<file path="src/rtl/decoder_pkg.sv">
// Shared types and constants for the 4-to-16 decoder address sequencer.
package decoder_pkg;
  localparam int ADDR_W  = 4;
  localparam int NUM_OUT = 16;
  localparam int DWELL_W = 4;

  typedef enum logic {
    S_IDLE = 1'b0,
    S_SCAN = 1'b1
  } scan_state_t;

  localparam logic DIR_UP   = 1'b0;
  localparam logic DIR_DOWN = 1'b1;

  // Modulo-16 step; wrap in either direction is intentional.
  function automatic logic [ADDR_W-1:0] step_addr(input logic [ADDR_W-1:0] a, input logic d);
    return (d == DIR_DOWN) ? a - ADDR_W'(1) : a + ADDR_W'(1);
  endfunction
endpackage

</file>
<file path="src/rtl/decoder_scan_if.sv">
// Control/select bundle between a scan requester and decoder_scan_ctrl.
interface decoder_scan_if;
  import decoder_pkg::*;

  // start is a request level sampled only while idle; busy going high on the
  // following edge is the acceptance. stop aborts; done is a one-cycle pulse.
  logic               start;
  logic               stop;
  logic               dir;
  logic [ADDR_W-1:0]  first;
  logic [ADDR_W-1:0]  last;
  logic [DWELL_W-1:0] dwell;
  logic [ADDR_W-1:0]  w;
  logic               en;
  logic               busy;
  logic               done;

  modport master (
    output start, stop, dir, first, last, dwell,
    input  w, en, busy, done
  );

  modport slave (
    input  start, stop, dir, first, last, dwell,
    output w, en, busy, done
  );
endinterface

</file>
<file path="src/rtl/dwell_counter.sv">
// Loadable down-counter timing how long each address is held; saturates at 0.
module dwell_counter
  import decoder_pkg::*;
#(
  parameter int W = DWELL_W
) (
  input  logic         clk,
  input  logic         rst,
  input  logic         load,
  input  logic         dec,
  input  logic [W-1:0] value,
  output logic         zero
);
  logic [W-1:0] cnt_q, cnt_d;

  always_comb begin
    cnt_d = cnt_q;
    if (load)
      cnt_d = value;
    else if (dec && (cnt_q != '0))
      cnt_d = cnt_q - W'(1);
  end

  always_ff @(posedge clk or posedge rst) begin
    if (rst) cnt_q <= '0;
    else     cnt_q <= cnt_d;
  end

  assign zero = (cnt_q == '0);
endmodule

</file>
<file path="src/rtl/decoder_scan_ctrl.sv">
// Address sequencer driving the 4-to-16 decoder select word and enable.
// Optional SCAN_LOOP_EN: restart from first after each pass until stop.
module decoder_scan_ctrl
  import decoder_pkg::*;
(
  input  logic                 clk,
  input  logic                 rst,
  decoder_scan_if.slave        bus,
  output scan_state_t          state_dbg
);
  scan_state_t        state_q, state_d;
  logic [ADDR_W-1:0]  w_q, w_d;
  logic               en_q, en_d;
  logic               busy_q, busy_d;
  logic               done_q, done_d;
  logic               dir_q, dir_d;
  logic [ADDR_W-1:0]  first_q, first_d;
  logic [ADDR_W-1:0]  last_q, last_d;
  logic [DWELL_W-1:0] dwell_q, dwell_d;

  logic               cnt_load, cnt_dec, cnt_zero;
  logic [DWELL_W-1:0] cnt_value;

  dwell_counter #(.W(DWELL_W)) u_dwell (
    .clk   (clk),
    .rst   (rst),
    .load  (cnt_load),
    .dec   (cnt_dec),
    .value (cnt_value),
    .zero  (cnt_zero)
  );

  always_comb begin
    state_d   = state_q;
    w_d       = w_q;
    en_d      = en_q;
    busy_d    = busy_q;
    done_d    = 1'b0;
    dir_d     = dir_q;
    first_d   = first_q;
    last_d    = last_q;
    dwell_d   = dwell_q;
    cnt_load  = 1'b0;
    cnt_dec   = 1'b0;
    cnt_value = dwell_q;
    case (state_q)
      S_IDLE: begin
        if (bus.start && !bus.stop) begin
          dir_d     = bus.dir;
          first_d   = bus.first;
          last_d    = bus.last;
          dwell_d   = bus.dwell;
          w_d       = bus.first;
          en_d      = 1'b1;
          busy_d    = 1'b1;
          cnt_load  = 1'b1;
          cnt_value = bus.dwell;
          state_d   = S_SCAN;
        end
      end
      S_SCAN: begin
        // stop outranks completion, so an abort never produces done
        if (bus.stop) begin
          en_d    = 1'b0;
          busy_d  = 1'b0;
          state_d = S_IDLE;
        end else if (!cnt_zero) begin
          cnt_dec = 1'b1;
        end else if (w_q != last_q) begin
          w_d      = step_addr(w_q, dir_q);
          cnt_load = 1'b1;
        end else begin
          done_d = 1'b1;
`ifdef SCAN_LOOP_EN
          w_d      = first_q;
          cnt_load = 1'b1;
`else
          en_d    = 1'b0;
          busy_d  = 1'b0;
          state_d = S_IDLE;
`endif
        end
      end
      default: state_d = S_IDLE;
    endcase
  end

  always_ff @(posedge clk or posedge rst) begin
    if (rst) begin
      state_q <= S_IDLE;
      w_q     <= '0;
      en_q    <= 1'b0;
      busy_q  <= 1'b0;
      done_q  <= 1'b0;
      dir_q   <= DIR_UP;
      first_q <= '0;
      last_q  <= '0;
      dwell_q <= '0;
    end else begin
      state_q <= state_d;
      w_q     <= w_d;
      en_q    <= en_d;
      busy_q  <= busy_d;
      done_q  <= done_d;
      dir_q   <= dir_d;
      first_q <= first_d;
      last_q  <= last_d;
      dwell_q <= dwell_d;
    end
  end

  assign bus.w     = w_q;
  assign bus.en    = en_q;
  assign bus.busy  = busy_q;
  assign bus.done  = done_q;
  assign state_dbg = state_q;
endmodule
</file>
<file path="src/flat_wrapper.sv">
// flat-port wrapper written by rule: the top's interface ports become plain ports
module decoder_scan_ctrl_flat import decoder_pkg::*;
  (clk, rst, state_dbg, bus_start, bus_stop, bus_dir, bus_first, bus_last, bus_dwell, bus_w, bus_en, bus_busy, bus_done);
  decoder_scan_if bus_i ();
  input  logic clk;
  input  logic rst;
  output scan_state_t state_dbg;
  input wire logic [$bits(bus_i.start)-1:0] bus_start;
  input wire logic [$bits(bus_i.stop)-1:0] bus_stop;
  input wire logic [$bits(bus_i.dir)-1:0] bus_dir;
  input wire logic [$bits(bus_i.first)-1:0] bus_first;
  input wire logic [$bits(bus_i.last)-1:0] bus_last;
  input wire logic [$bits(bus_i.dwell)-1:0] bus_dwell;
  output wire logic [$bits(bus_i.w)-1:0] bus_w;
  output wire logic [$bits(bus_i.en)-1:0] bus_en;
  output wire logic [$bits(bus_i.busy)-1:0] bus_busy;
  output wire logic [$bits(bus_i.done)-1:0] bus_done;
  assign bus_i.start = bus_start;
  assign bus_i.stop = bus_stop;
  assign bus_i.dir = bus_dir;
  assign bus_i.first = bus_first;
  assign bus_i.last = bus_last;
  assign bus_i.dwell = bus_dwell;
  assign bus_w = bus_i.w;
  assign bus_en = bus_i.en;
  assign bus_busy = bus_i.busy;
  assign bus_done = bus_i.done;
  decoder_scan_ctrl u_core (.clk(clk), .rst(rst), .bus(bus_i), .state_dbg(state_dbg));
endmodule
</file>
<file path="config.mk">
export PLATFORM = sky130hd
export DESIGN_NAME = decoder_scan_ctrl_flat
export DESIGN_NICKNAME = d
export VERILOG_FILES = /design/src/rtl/decoder_pkg.sv /design/src/rtl/decoder_scan_if.sv /design/src/rtl/dwell_counter.sv /design/src/rtl/decoder_scan_ctrl.sv /design/src/flat_wrapper.sv
export SDC_FILE = /design/constraint.sdc
export NUM_CORES = 1
export LEC_CHECK = 0
export CAP_MARGIN = 20
export CORE_MARGIN = 5
export CORE_UTILIZATION = 44
export CTS_BUF_LIST = sky130_fd_sc_hd__clkbuf_8 sky130_fd_sc_hd__clkbuf_16
export DETAILED_ROUTE_END_ITERATION = 8
export MAX_ROUTING_LAYER = met4
export PLACE_DENSITY = 0.84
export SLEW_MARGIN = 0
export SYNTH_ARGS = -nofsm -noshare
export SYNTH_HDL_FRONTEND = slang
export SYNTH_SLANG_ARGS = --single-unit
export TNS_END_PERCENT = 5
</file>
<file path="constraint.sdc">
create_clock -name clk -period 1.7 [get_ports clk]
set_clock_uncertainty 0.15 [all_clocks]
set_input_delay 0.17 -clock clk [delete_from_list [all_inputs] [get_ports clk]]
set_output_delay 0.17 -clock clk [all_outputs]
set_load 0.02 [all_outputs]
</file>
==> impl_metrics.json, run 1 <==
{
  "layout_commonest_cell": "buf_4",
  "reg2reg_slack_ps": -130,
  "synthXorXnorAreaFrac_pct": 5.45,
  "grt_max_degree": 21,
  "multi_input_area_um2": 701,
  "ant_nets": 0,
  "min_period_over_period_pct": 108,
  "drc": 0,
  "rsz0062_at_grt": "true",
  "clkLatencyLatePin_ps": 260,
  "power.internal_mw": 1.44,
  "rows": 18,
  "relSlewSlack_pct": 78.9,
  "place_inst": 190,
  "fin_cells": 199,
  "hp-class": "in -> async",
  "synth_area_per_cell_um2": 9.92,
  "die_w_um": 60.0,
  "synthAdderAreaFrac_pct": 5.23,
  "via_per_inst": 5.38,
  "dr.pass1.iters": 4,
  "fmaxAchievable_mhz": 546,
  "worstMarginPinSlew_ps": 314,
  "pwr-share-clk_pct": 13.4,
  "power_density_mw_per_mm2": 1280,
  "layout_min_cycle_time_ps": 1830,
  "clock_path_buffers": 2,
  "clock_sinks": 20,
  "hold_buffers": 0,
  "io_buffers": 24,
  "critPathCaptureType": "flop",
  "violations": "setup timing",
  "leakage_nw": 0.814,
  "dieHeight_um": 60.0,
  "slew_viol_final": 0,
  "fp.dieArea_mm2": 0.00360,
  "top_layer": "met4",
  "grt_pass1_wl_um": 5300,
  "grt_usage_pct": 20.9,
  "synth_top_area_share_pct": 45.5,
  "synthMuxAreaShare_pct": 4.66,
  "criticalPathCategory": "reg -> reg",
  "synth_nets": 132,
  "grt_pass1_vias": 1165,
  "antenna_found_initial": 0,
  "synthArstFlopShare_pct": 100,
  "drt_wl_total_um": 3360,
  "arrival_ps": 1810,
  "start_kind": "flop",
  "drt-initial-drc-count": 41,
  "critPathLaunch": "u_core.last_q[2]",
  "fill_cells": 163,
  "setup_viol": 9,
  "clkTransAtPathRegs_ps": 70,
  "post-route-util_pct": 75.9,
  "layout.nets": 191,
  "synth_seq_cells": 20,
  "peakVddDrop_mv": 0.854,
  "synth_compound_area_share_pct": 15.3,
  "yosysUniqueCellTypes": 37,
  "drt-met1-wl_um": 1310,
  "io_pins": 25,
  "drv_cap": 0,
  "share_comb_of_total_power_pct": 54.6,
  "seq_power_share_pct": 32.1,
  "hold_viol_final": 0,
  "synth_top_family_by_area": "simple AND/OR/NAND/NOR gates",
  "core_region_area_mm2": 0.00243,
  "yosysSeqAreaShare_pct": 45.5,
  "synth-main-ff-cell": "dfrtp_1",
  "p_sw_mw": 0.915,
  "required_ps": 1680,
  "numCtsBuffers": 3,
  "overflow": 0,
  "dp.final_hpwl_um": 2240,
  "syn_to_final_growth_pct": 67.7,
  "layout_common_cells": "buf_4 (26), clkdlybuf4s50_1 (21), nand2_1 (20)",
  "antenna_cells": 0,
  "fin_hold_ws_ps": 79.6,
  "vias": 1070,
  "yosysWarnings": 0,
  "synthCells": 111,
  "met3_length_um": 166,
  "finalSetupTns_ps": -711,
  "htreeDepth": 1,
  "gp_congestion": 0.910,
  "drive_gt1_share_pct": 42.6,
  "synth-edff-count": 0,
  "cp_max_fo": 6,
  "placed_area_mm2": 0.00159,
  "regArea_um2": 504,
  "cts_tree": "done",
  "wl_met2_um": 1770,
  "post-synth-top-area-cell": "dfrtp_1",
  "fin_area_mm2": 0.00185,
  "total_power_mw": 2.36,
  "syn-cell-area_mm2": 0.00110,
  "wl_per_cell_um": 16.9,
  "swShare_pct": 38.8,
  "finalWorstSetupSlack_ps": -132,
  "initial_utilization_pct": 45.3,
  "pre_cts_ws_ps": -334,
  "root_buffer": "clkbuf_8",
  "synth-simple-area-share_pct": 16.9,
  "synth_area_leaders": "dfrtp_1 (45%), nand2_1 (7.2%), mux2i_1 (3.6%)",
  "outcome": "complete, but fails checks",
  "r2r-start": "u_core.last_q[2]"
}
-- state kept, by name, indices dropped and copies added, names as in the netlist --
name,count
u_core.state_dbg,1
u_core.bus.en,1
u_core.dwell_q,4
u_core.last_q,4
u_core.u_dwell.cnt_q,4
u_core.bus.done,1
u_core.bus.w,4
u_core.dir_q,1
-- cell families after synthesis --
kind of cell | Yosys count
and+or+nand+nor | 36
AOI/OAI and AO/OA | 25
DFF | 20
buffers and inverters | 15
xor gates and xnor gates | 6
muxes | 5
adders and majority gates | 4
-- synth_stat cells, types with 3 or more instances --
library cell / instances
nor3_1: 3
xor2_1: 3
ha_1: 3
a21oi_1: 5
inv_1: 9
nor2_1: 4
o21ai_1: 4
dfrtp_1: 20
nand2_1: 21
mux2i_1: 4
o21ai_0: 3
-- critical path: stages, from the launching register on --
cell and delay [ps]:
dfrtp_1 410, xor2_2 190, nor4_4 290, buf_6 180
buf_6 110, o21ai_4 80, o211ai_1 170, o21ai_1 120
-- per-layer routing --
layer	vias up	GRT usage, %
li1	500	-
met2	41	35.5
met1	520	24.7
met4	0	8.54
met3	9	2.81
met5	-	-
-- power groups by stage --
stage,registers [mW],logic [mW],clock network [mW]
floorplan,0.801,0.513,0
global placement,0.733,1.02,0
detailed placement,0.745,1.07,0
CTS,0.746,1.16,0.316
global route,0.766,1.39,0.347
finish,0.755,1.29,0.315
-- repair_timing --
action	CTS	global route
gates resized for setup	24	17
buffers inserted	2	2
pin swaps	13	8
setup endpoints to repair	14	13
cloned	1	0
-- cell type report --
type | instances | area share, %
Clock inverter | 1 | 0.203
Timing Repair Buffer | 58 | 28.3
Inverter | 10 | 2.03
Multi-Input combinational cell | 77 | 37.9
Sequential cell | 20 | 27.3
Clock buffer | 3 | 2.24
Tap cell | 30 | 2.03
-- path summary, 6_finish.rpt --
path                                     end  cells after the start
setup / recovery             u_core.bus.w[1]                      7
hold / removal                 u_core.bus.en                      3
setup reg to reg             u_core.bus.w[1]                      7
hold reg to reg            u_core.dwell_q[1]                      2
max in group asynchronous    u_core.bus.w[1]                      3
min in group clk            u_core.last_q[2]                      3
Power figures use the tool's default switching activity.
==> inputs of run 2 (changes only) <==
--- a/config.mk
+++ b/config.mk
@@ -5,7 +5,7 @@
 export SDC_FILE = /design/constraint.sdc
 export NUM_CORES = 1
 export LEC_CHECK = 0
-export CAP_MARGIN = 20
+export CAP_MARGIN = 10
 export CORE_MARGIN = 5
 export CORE_UTILIZATION = 44
 export CTS_BUF_LIST = sky130_fd_sc_hd__clkbuf_8 sky130_fd_sc_hd__clkbuf_16
==> results of run 2 <==
Final layout, timing and power as in run 1 (identical DEF).
